`src/rtl/mem_line_arbiter_if.sv`:
```
// Bundle of the two cache-side request ports, the main_mem port and the owner indicator.
// slave is the arbiter side; master is the cache/memory side that drives the requests.
interface mem_line_arbiter_if #(
  parameter int LINE_ADDR_LEN = 3,
  parameter int ADDR_LEN      = 9
);
  localparam int LW = 32 << LINE_ADDR_LEN;

  logic                p0_rd_req;
  logic                p0_wr_req;
  logic [ADDR_LEN-1:0] p0_addr;
  logic [LW-1:0]       p0_wr_line;
  logic                p0_gnt;
  logic [LW-1:0]       p0_rd_line;

  logic                p1_rd_req;
  logic                p1_wr_req;
  logic [ADDR_LEN-1:0] p1_addr;
  logic [LW-1:0]       p1_wr_line;
  logic                p1_gnt;
  logic [LW-1:0]       p1_rd_line;

  logic                mem_rd_req;
  logic                mem_wr_req;
  logic [ADDR_LEN-1:0] mem_addr;
  logic [LW-1:0]       mem_wr_line;
  logic [LW-1:0]       mem_rd_line;
  logic                mem_gnt;

  logic                owner;

  modport slave (
    input  p0_rd_req, p0_wr_req, p0_addr, p0_wr_line,
    output p0_gnt, p0_rd_line,
    input  p1_rd_req, p1_wr_req, p1_addr, p1_wr_line,
    output p1_gnt, p1_rd_line,
    output mem_rd_req, mem_wr_req, mem_addr, mem_wr_line,
    input  mem_rd_line, mem_gnt,
    output owner
  );

  modport master (
    output p0_rd_req, p0_wr_req, p0_addr, p0_wr_line,
    input  p0_gnt, p0_rd_line,
    output p1_rd_req, p1_wr_req, p1_addr, p1_wr_line,
    input  p1_gnt, p1_rd_line,
    input  mem_rd_req, mem_wr_req, mem_addr, mem_wr_line,
    output mem_rd_line, mem_gnt,
    input  owner
  );
endinterface

```
`src/rtl/mem_line_arbiter.sv`:
```
// Two-port line arbiter (port 0 D-cache, port 1 I-cache) in front of a single main_mem.
// Tie-break: MEM_ARB_RR_EN defined selects round-robin, otherwise port 0 has fixed priority.
//
// state | meaning
// IDLE  | waiting for a request; a winner's command is latched on leaving
// BUSY  | latched command presented to main_mem until mem_gnt
// GAP   | one-cycle gnt pulse to the owner, requests ignored
module mem_line_arbiter #(
  parameter int LINE_ADDR_LEN = 3,
  parameter int ADDR_LEN      = 9
) (
  input logic               clk,
  input logic               rst,
  mem_line_arbiter_if.slave bus
);
  localparam int LW = 32 << LINE_ADDR_LEN;

  typedef enum logic [1:0] {IDLE, BUSY, GAP} state_t;

  state_t              state_q, state_d;
  logic                last_q;
  logic                owner_q;
  logic                is_wr_q;
  logic [ADDR_LEN-1:0] mem_addr_q;
  logic [LW-1:0]       mem_wr_line_q;
  logic [LW-1:0]       rd_line0_q, rd_line1_q;

  logic p0_req, p1_req, tie_win;
  logic take, win;
  logic win_wr;

  assign p0_req = bus.p0_rd_req | bus.p0_wr_req;
  assign p1_req = bus.p1_rd_req | bus.p1_wr_req;
  assign win_wr = win ? bus.p1_wr_req : bus.p0_wr_req;

`ifdef MEM_ARB_RR_EN
  assign tie_win = ~last_q;
`else
  // last is kept up to date so both builds share the same state; it only steers ties in round-robin
  logic unused_last;
  assign tie_win     = 1'b0;
  assign unused_last = last_q;
`endif

  always_comb begin
    state_d        = state_q;
    take           = 1'b0;
    win            = 1'b0;
    bus.mem_rd_req = 1'b0;
    bus.mem_wr_req = 1'b0;
    bus.p0_gnt     = 1'b0;
    bus.p1_gnt     = 1'b0;
    case (state_q)
      IDLE: begin
        if (p0_req || p1_req) begin
          take    = 1'b1;
          win     = (p0_req && p1_req) ? tie_win : p1_req;
          state_d = BUSY;
        end
      end
      BUSY: begin
        bus.mem_wr_req = is_wr_q;
        bus.mem_rd_req = ~is_wr_q;
        if (bus.mem_gnt) state_d = GAP;
      end
      GAP: begin
        bus.p0_gnt = ~owner_q;
        bus.p1_gnt = owner_q;
        state_d    = IDLE;
      end
      default: state_d = IDLE;
    endcase
  end

  always_ff @(posedge clk) begin
    if (rst) begin
      state_q       <= IDLE;
      last_q        <= 1'b1;
      owner_q       <= 1'b0;
      is_wr_q       <= 1'b0;
      mem_addr_q    <= '0;
      mem_wr_line_q <= '0;
      rd_line0_q    <= '0;
      rd_line1_q    <= '0;
    end else begin
      state_q <= state_d;
      if (take) begin
        owner_q    <= win;
        is_wr_q    <= win_wr;
        mem_addr_q <= win ? bus.p1_addr : bus.p0_addr;
        if (win_wr) mem_wr_line_q <= win ? bus.p1_wr_line : bus.p0_wr_line;
      end
      if (state_q == BUSY && bus.mem_gnt) begin
        last_q <= owner_q;
        if (!is_wr_q) begin
          if (owner_q) rd_line1_q <= bus.mem_rd_line;
          else         rd_line0_q <= bus.mem_rd_line;
        end
      end
    end
  end

  assign bus.mem_addr    = mem_addr_q;
  assign bus.mem_wr_line = mem_wr_line_q;
  assign bus.p0_rd_line  = rd_line0_q;
  assign bus.p1_rd_line  = rd_line1_q;
  assign bus.owner       = owner_q;
endmodule

```
`src/flat_wrapper.sv`:
```
// flat-port wrapper written by rule: the top's interface ports become plain ports
module mem_line_arbiter_flat 
#(
  parameter int LINE_ADDR_LEN = 3,
  parameter int ADDR_LEN      = 9
)
  (clk, rst, bus_p0_rd_req, bus_p0_wr_req, bus_p0_addr, bus_p0_wr_line, bus_p0_gnt, bus_p0_rd_line, bus_p1_rd_req, bus_p1_wr_req, bus_p1_addr, bus_p1_wr_line, bus_p1_gnt, bus_p1_rd_line, bus_mem_rd_req, bus_mem_wr_req, bus_mem_addr, bus_mem_wr_line, bus_mem_rd_line, bus_mem_gnt, bus_owner);
  mem_line_arbiter_if #(.LINE_ADDR_LEN(LINE_ADDR_LEN), .ADDR_LEN(ADDR_LEN)) bus_i ();
  input logic clk;
  input logic rst;
  input wire logic [$bits(bus_i.p0_rd_req)-1:0] bus_p0_rd_req;
  input wire logic [$bits(bus_i.p0_wr_req)-1:0] bus_p0_wr_req;
  input wire logic [$bits(bus_i.p0_addr)-1:0] bus_p0_addr;
  input wire logic [$bits(bus_i.p0_wr_line)-1:0] bus_p0_wr_line;
  output wire logic [$bits(bus_i.p0_gnt)-1:0] bus_p0_gnt;
  output wire logic [$bits(bus_i.p0_rd_line)-1:0] bus_p0_rd_line;
  input wire logic [$bits(bus_i.p1_rd_req)-1:0] bus_p1_rd_req;
  input wire logic [$bits(bus_i.p1_wr_req)-1:0] bus_p1_wr_req;
  input wire logic [$bits(bus_i.p1_addr)-1:0] bus_p1_addr;
  input wire logic [$bits(bus_i.p1_wr_line)-1:0] bus_p1_wr_line;
  output wire logic [$bits(bus_i.p1_gnt)-1:0] bus_p1_gnt;
  output wire logic [$bits(bus_i.p1_rd_line)-1:0] bus_p1_rd_line;
  output wire logic [$bits(bus_i.mem_rd_req)-1:0] bus_mem_rd_req;
  output wire logic [$bits(bus_i.mem_wr_req)-1:0] bus_mem_wr_req;
  output wire logic [$bits(bus_i.mem_addr)-1:0] bus_mem_addr;
  output wire logic [$bits(bus_i.mem_wr_line)-1:0] bus_mem_wr_line;
  input wire logic [$bits(bus_i.mem_rd_line)-1:0] bus_mem_rd_line;
  input wire logic [$bits(bus_i.mem_gnt)-1:0] bus_mem_gnt;
  output wire logic [$bits(bus_i.owner)-1:0] bus_owner;
  assign bus_i.p0_rd_req = bus_p0_rd_req;
  assign bus_i.p0_wr_req = bus_p0_wr_req;
  assign bus_i.p0_addr = bus_p0_addr;
  assign bus_i.p0_wr_line = bus_p0_wr_line;
  assign bus_p0_gnt = bus_i.p0_gnt;
  assign bus_p0_rd_line = bus_i.p0_rd_line;
  assign bus_i.p1_rd_req = bus_p1_rd_req;
  assign bus_i.p1_wr_req = bus_p1_wr_req;
  assign bus_i.p1_addr = bus_p1_addr;
  assign bus_i.p1_wr_line = bus_p1_wr_line;
  assign bus_p1_gnt = bus_i.p1_gnt;
  assign bus_p1_rd_line = bus_i.p1_rd_line;
  assign bus_mem_rd_req = bus_i.mem_rd_req;
  assign bus_mem_wr_req = bus_i.mem_wr_req;
  assign bus_mem_addr = bus_i.mem_addr;
  assign bus_mem_wr_line = bus_i.mem_wr_line;
  assign bus_i.mem_rd_line = bus_mem_rd_line;
  assign bus_i.mem_gnt = bus_mem_gnt;
  assign bus_owner = bus_i.owner;
  mem_line_arbiter #(.LINE_ADDR_LEN(LINE_ADDR_LEN), .ADDR_LEN(ADDR_LEN)) u_core (.clk(clk), .rst(rst), .bus(bus_i));
endmodule
```
`config.mk`:
```
export PLATFORM = sky130hd
export DESIGN_NAME = mem_line_arbiter_flat
export DESIGN_NICKNAME = d
export VERILOG_FILES = /design/src/rtl/mem_line_arbiter_if.sv /design/src/rtl/mem_line_arbiter.sv /design/src/flat_wrapper.sv
export SDC_FILE = /design/constraint.sdc
export NUM_CORES = 2
export LEC_CHECK = 0
export CAP_MARGIN = 20
export CORE_AREA = 2 2 621 623
export CTS_CLUSTER_DIAMETER = 40
export CTS_CLUSTER_SIZE = 25
export DETAILED_ROUTE_END_ITERATION = 7
export DIE_AREA = 0 0 623 625
export PLACE_DENSITY_LB_ADDON = 0.25
export SYNTH_ARGS = -nofsm -noshare
export SYNTH_HDL_FRONTEND = slang
export SYNTH_SLANG_ARGS = --single-unit
```
`constraint.sdc`:
```
create_clock -name clk -period 3.4 [get_ports clk]
set_clock_uncertainty 0.2 [all_clocks]
set_input_delay 0.51 -clock clk [delete_from_list [all_inputs] [get_ports clk]]
set_output_delay 0.51 -clock clk [all_outputs]
set_load 0.01 [all_outputs]
```
==> reports/metrics.csv <==
stage,metric,value,unit
synth,ys_types,25,
synth,yosysMostFrequentCell,nand2_1,
floorplanning,dieArea,389000,um^2
clocking,clockBufferDepth,4,
cells_and_area,nNetsFinal,6510,
clocking,hold_buffers,406,
synth,synth_top_cell_area_share,54.2,%
synth,ys_seq_area_share,54.2,%
clocking,post_cts_buffers,0,
clocking,clkLatencyLatePin,0.83,ns
critical_path,r2r_end,u_core.bus.mem_wr_line[147],
synth,synthTopCellsByArea,"dfxtp_1 (54%), nand2_1 (20%), a21oi_1 (9.0%)",
synth,yosysTopAreaCell,dfxtp_1,
synth,synth_top_flop_cell,dfxtp_1,
floorplanning,core,384000,um^2
clocking,cts.sinks,781,
min_path,min_path_type,input pin to flip-flop,
routing,vias,35417,
routing,first_pass_iters,6,
clocking,cts_resized,0,
pwr,comb_power_share,13.9,%
synth,synth_area,28800,um^2
routing,ant_nets,0,
clocking,cts_tree,built,
cells_and_area,area_growth,118,%
clocking,ctsHtreeMaxLevel,4,
synth,synth_edf_count,0,
pwr,leakagePower,21.6,nW
critical_path,reg2reg_depth,8,
synth,synth.avg_cell_area,7.77,um^2
critical_path,r2r_start,u_core.state_q[0],
timing,rsz0062_at_grt,no,
cells_and_area,num-fill-cells,43263,
min_path,hold-path-endpoint,u_core.bus.p1_rd_line[139],
critical_path,path_class,flip-flop to flip-flop,
pwr,powerDensity,588,nW/um^2
critical_path,crit_arrival,3.69,ns
synth,ys_warn_count,0,
min_path,hold_depth,3,
clocking,clk_pin_slew_worst_paths,0.05,ns
floorplanning,num_io_pins,1575,
min_path,min_from,bus_mem_rd_line[139],
floorplanning,start_util,7.52,%
pwr,switching_share,25.6,%
synth,synth.net_count,4506,
clocking,root_buffer,clkbuf_16,
routing,wl_per_cell,23.2,um
global_route,grt_pass1_vias,36081,
critical_path,r2r_slack,0.28,ns
synth,yosys_register_bits,781,
placed_design,dp_slack,0.281,ns
critical_path,cp_max_fo,23,
pwr,clockPowerShare,58.8,%
pwr,netSwitchingPower,9.47,mW
floorplanning,die_w,623,um
routing,remaining_drc_errors,0,
critical_path,worstSetupStartpointType,flip-flop,
global_route,antenna_found_initial,111,
critical_path,cp_data_required_time,3.97,ns
pwr,p_total,36.9,mW
timing,min_period,3.12,ns
cells_and_area,multi_input_area,11900,um^2
timing,relSlewSlack,43.7,%
synth,synth_async_sr_flop_share,0,%
run,cap_violations,0,
timing,final.setup.worst_slack,0.284,ns
timing,fmax,321,MHz
pwr,p_int,27.5,mW
routing,drtIter0Drc,1902,
synth,synthTopCellsByCount,"nand2_1 (1537), dfxtp_1 (781), a21oi_1 (516)",
pwr,p_seq_share,27.3,%
timing,setup_viol,0,
run_status,status,"complete, no violations",
cells_and_area,ff_latch_area,15600,um^2
global_route,grt_pass1_wl,331,mm
placed_design,gp_congestion,0.929,
global_route,grt.total_usage,12.5,%
cells_and_area,layout-drive-gt1-share,8.85,%
routing,routed_wl,254,mm
timing,min_period_over_period,91.7,%
global_route,grt_overflow,0,
timing,tightest_slew,0.842,ns
floorplanning,fp.dieH,625,um
synth,syn-instance-count,3713,
pwr,ir_drop,348,uV
global_route,grt_max_degree,100,
floorplanning,core.rowCount,228,
timing,tns,0,ns
critical_path,crit_path_end_kind,flip-flop,
timing,hold_viol,0,
placed_design,port_buffers,1574,
routing,vias_per_cell,3.23,
placed_design,dp.final_hpwl,211,mm
clocking,numCtsBuffers,202,
timing,slew_violations,0,
-- state kept, by name (all words and copies together) (netlist names) --
register	count
u_core.state_q	2
u_core.bus.p1_rd_line	256
u_core.is_wr_q	1
u_core.bus.mem_wr_line	256
u_core.bus.mem_addr	9
u_core.bus.owner	1
u_core.bus.p0_rd_line	256
-- per-stage QoR --
stage | cell area (um^2) | hold slack [ns] | util [%] | std cells
after CTS | 62700 | 0.000252 | 16.4 | 10944
after floorplan | 28800 | 0.281 | - | 3713
after detailed placement | 51100 | 0.245 | 13.3 | 10167
after global routing | 62800 | 0.0448 | 16.4 | 10953
final | 62800 | 0.100 | 16.4 | 10978
after global placement | 51100 | 0.242 | 13.3 | 10167
-- layer usage --
layer  GRT usage (%)  vias to the layer above  routed length [um]
li1                -                    16492                   -
met1            12.3                    16935               89500
met2            23.3                     1478              133000
met3            4.42                      458               19400
met4            5.34                       54               12100
met5               0                        -                 373
-- placed cells by master, fill, tap and decap left out, types with 3 or more instances in the layout --
master and instances:
clkbuf_16 203, a211oi_1 9, buf_12 35, nor2_1 271, clkinvlp_4 16, a21oi_1 516, inv_16 4, nand2_1 1537
clkbuf_1 19, clkinv_2 22, o22ai_1 9, a311oi_1 256, clkdlybuf4s50_1 1553, clkinv_4 15, buf_4 121, inv_6 3
bufinv_16 45, or2_2 3, clkinv_16 3, dlygate4sd3_1 406, dfxtp_1 781, clkbuf_8 39, diode_2 34
-- power by group through the flow --
stage	combinational (mW)	sequential, mW	clock, mW
2_1_floorplan	1.27	10.4	0
3_3_place_gp	4.77	10.2	0
3_5_place_dp	4.76	10.2	0
4_1_cts	5.24	10.1	22.2
5_1_grt	5.49	10.1	22.7
6_report	5.14	10.1	21.7
-- final cells by class --
type / instances / share of cell area [%]
Multi-Input combinational cell: 2616 / 19.0
Clock buffer: 261 / 9.05
Timing Repair Buffer: 2116 / 33.8
Sequential cell: 781 / 24.9
Antenna cell: 34 / 0.135
Tap cell: 5060 / 10.1
Clock inverter: 110 / 3.09
-- critical path, stage by stage, from the launching register on --
cell and delay, ns:
dfxtp_1 0.38, or2_2 0.37, nor3_4 0.28, buf_12 0.24, buf_12 0.21, buf_4 0.25
nand2_1 0.09, a311oi_1 0.30, dlygate4sd3_1 0.59
-- worst max path at each step --
stage,from,to,slack (ns),cells after the start
after floorplan,bus_p0_wr_req,u_core.bus.mem_wr_line[126],1.42,6
after detailed placement,bus_p0_wr_req,u_core.bus.mem_wr_line[141],0.28,8
after CTS,u_core.state_q[0],bus_mem_rd_req,0.22,2
final,u_core.state_q[0],u_core.bus.mem_wr_line[147],0.28,8
after global routing,u_core.state_q[0],bus_mem_rd_req,0.19,2
after global placement,bus_p0_wr_req,u_core.bus.mem_wr_line[143],0.28,8
-- kinds of logic after synthesis --
| logic type | synth area share [%] |
|---|---|
| flip-flops | 54.2 |
| AND/OR/NAND/NOR | 23.9 |
| AO/OA/AOI/OAI | 17.2 |
| buffers and inverters | 4.65 |
Power figures use the tool's default switching activity.
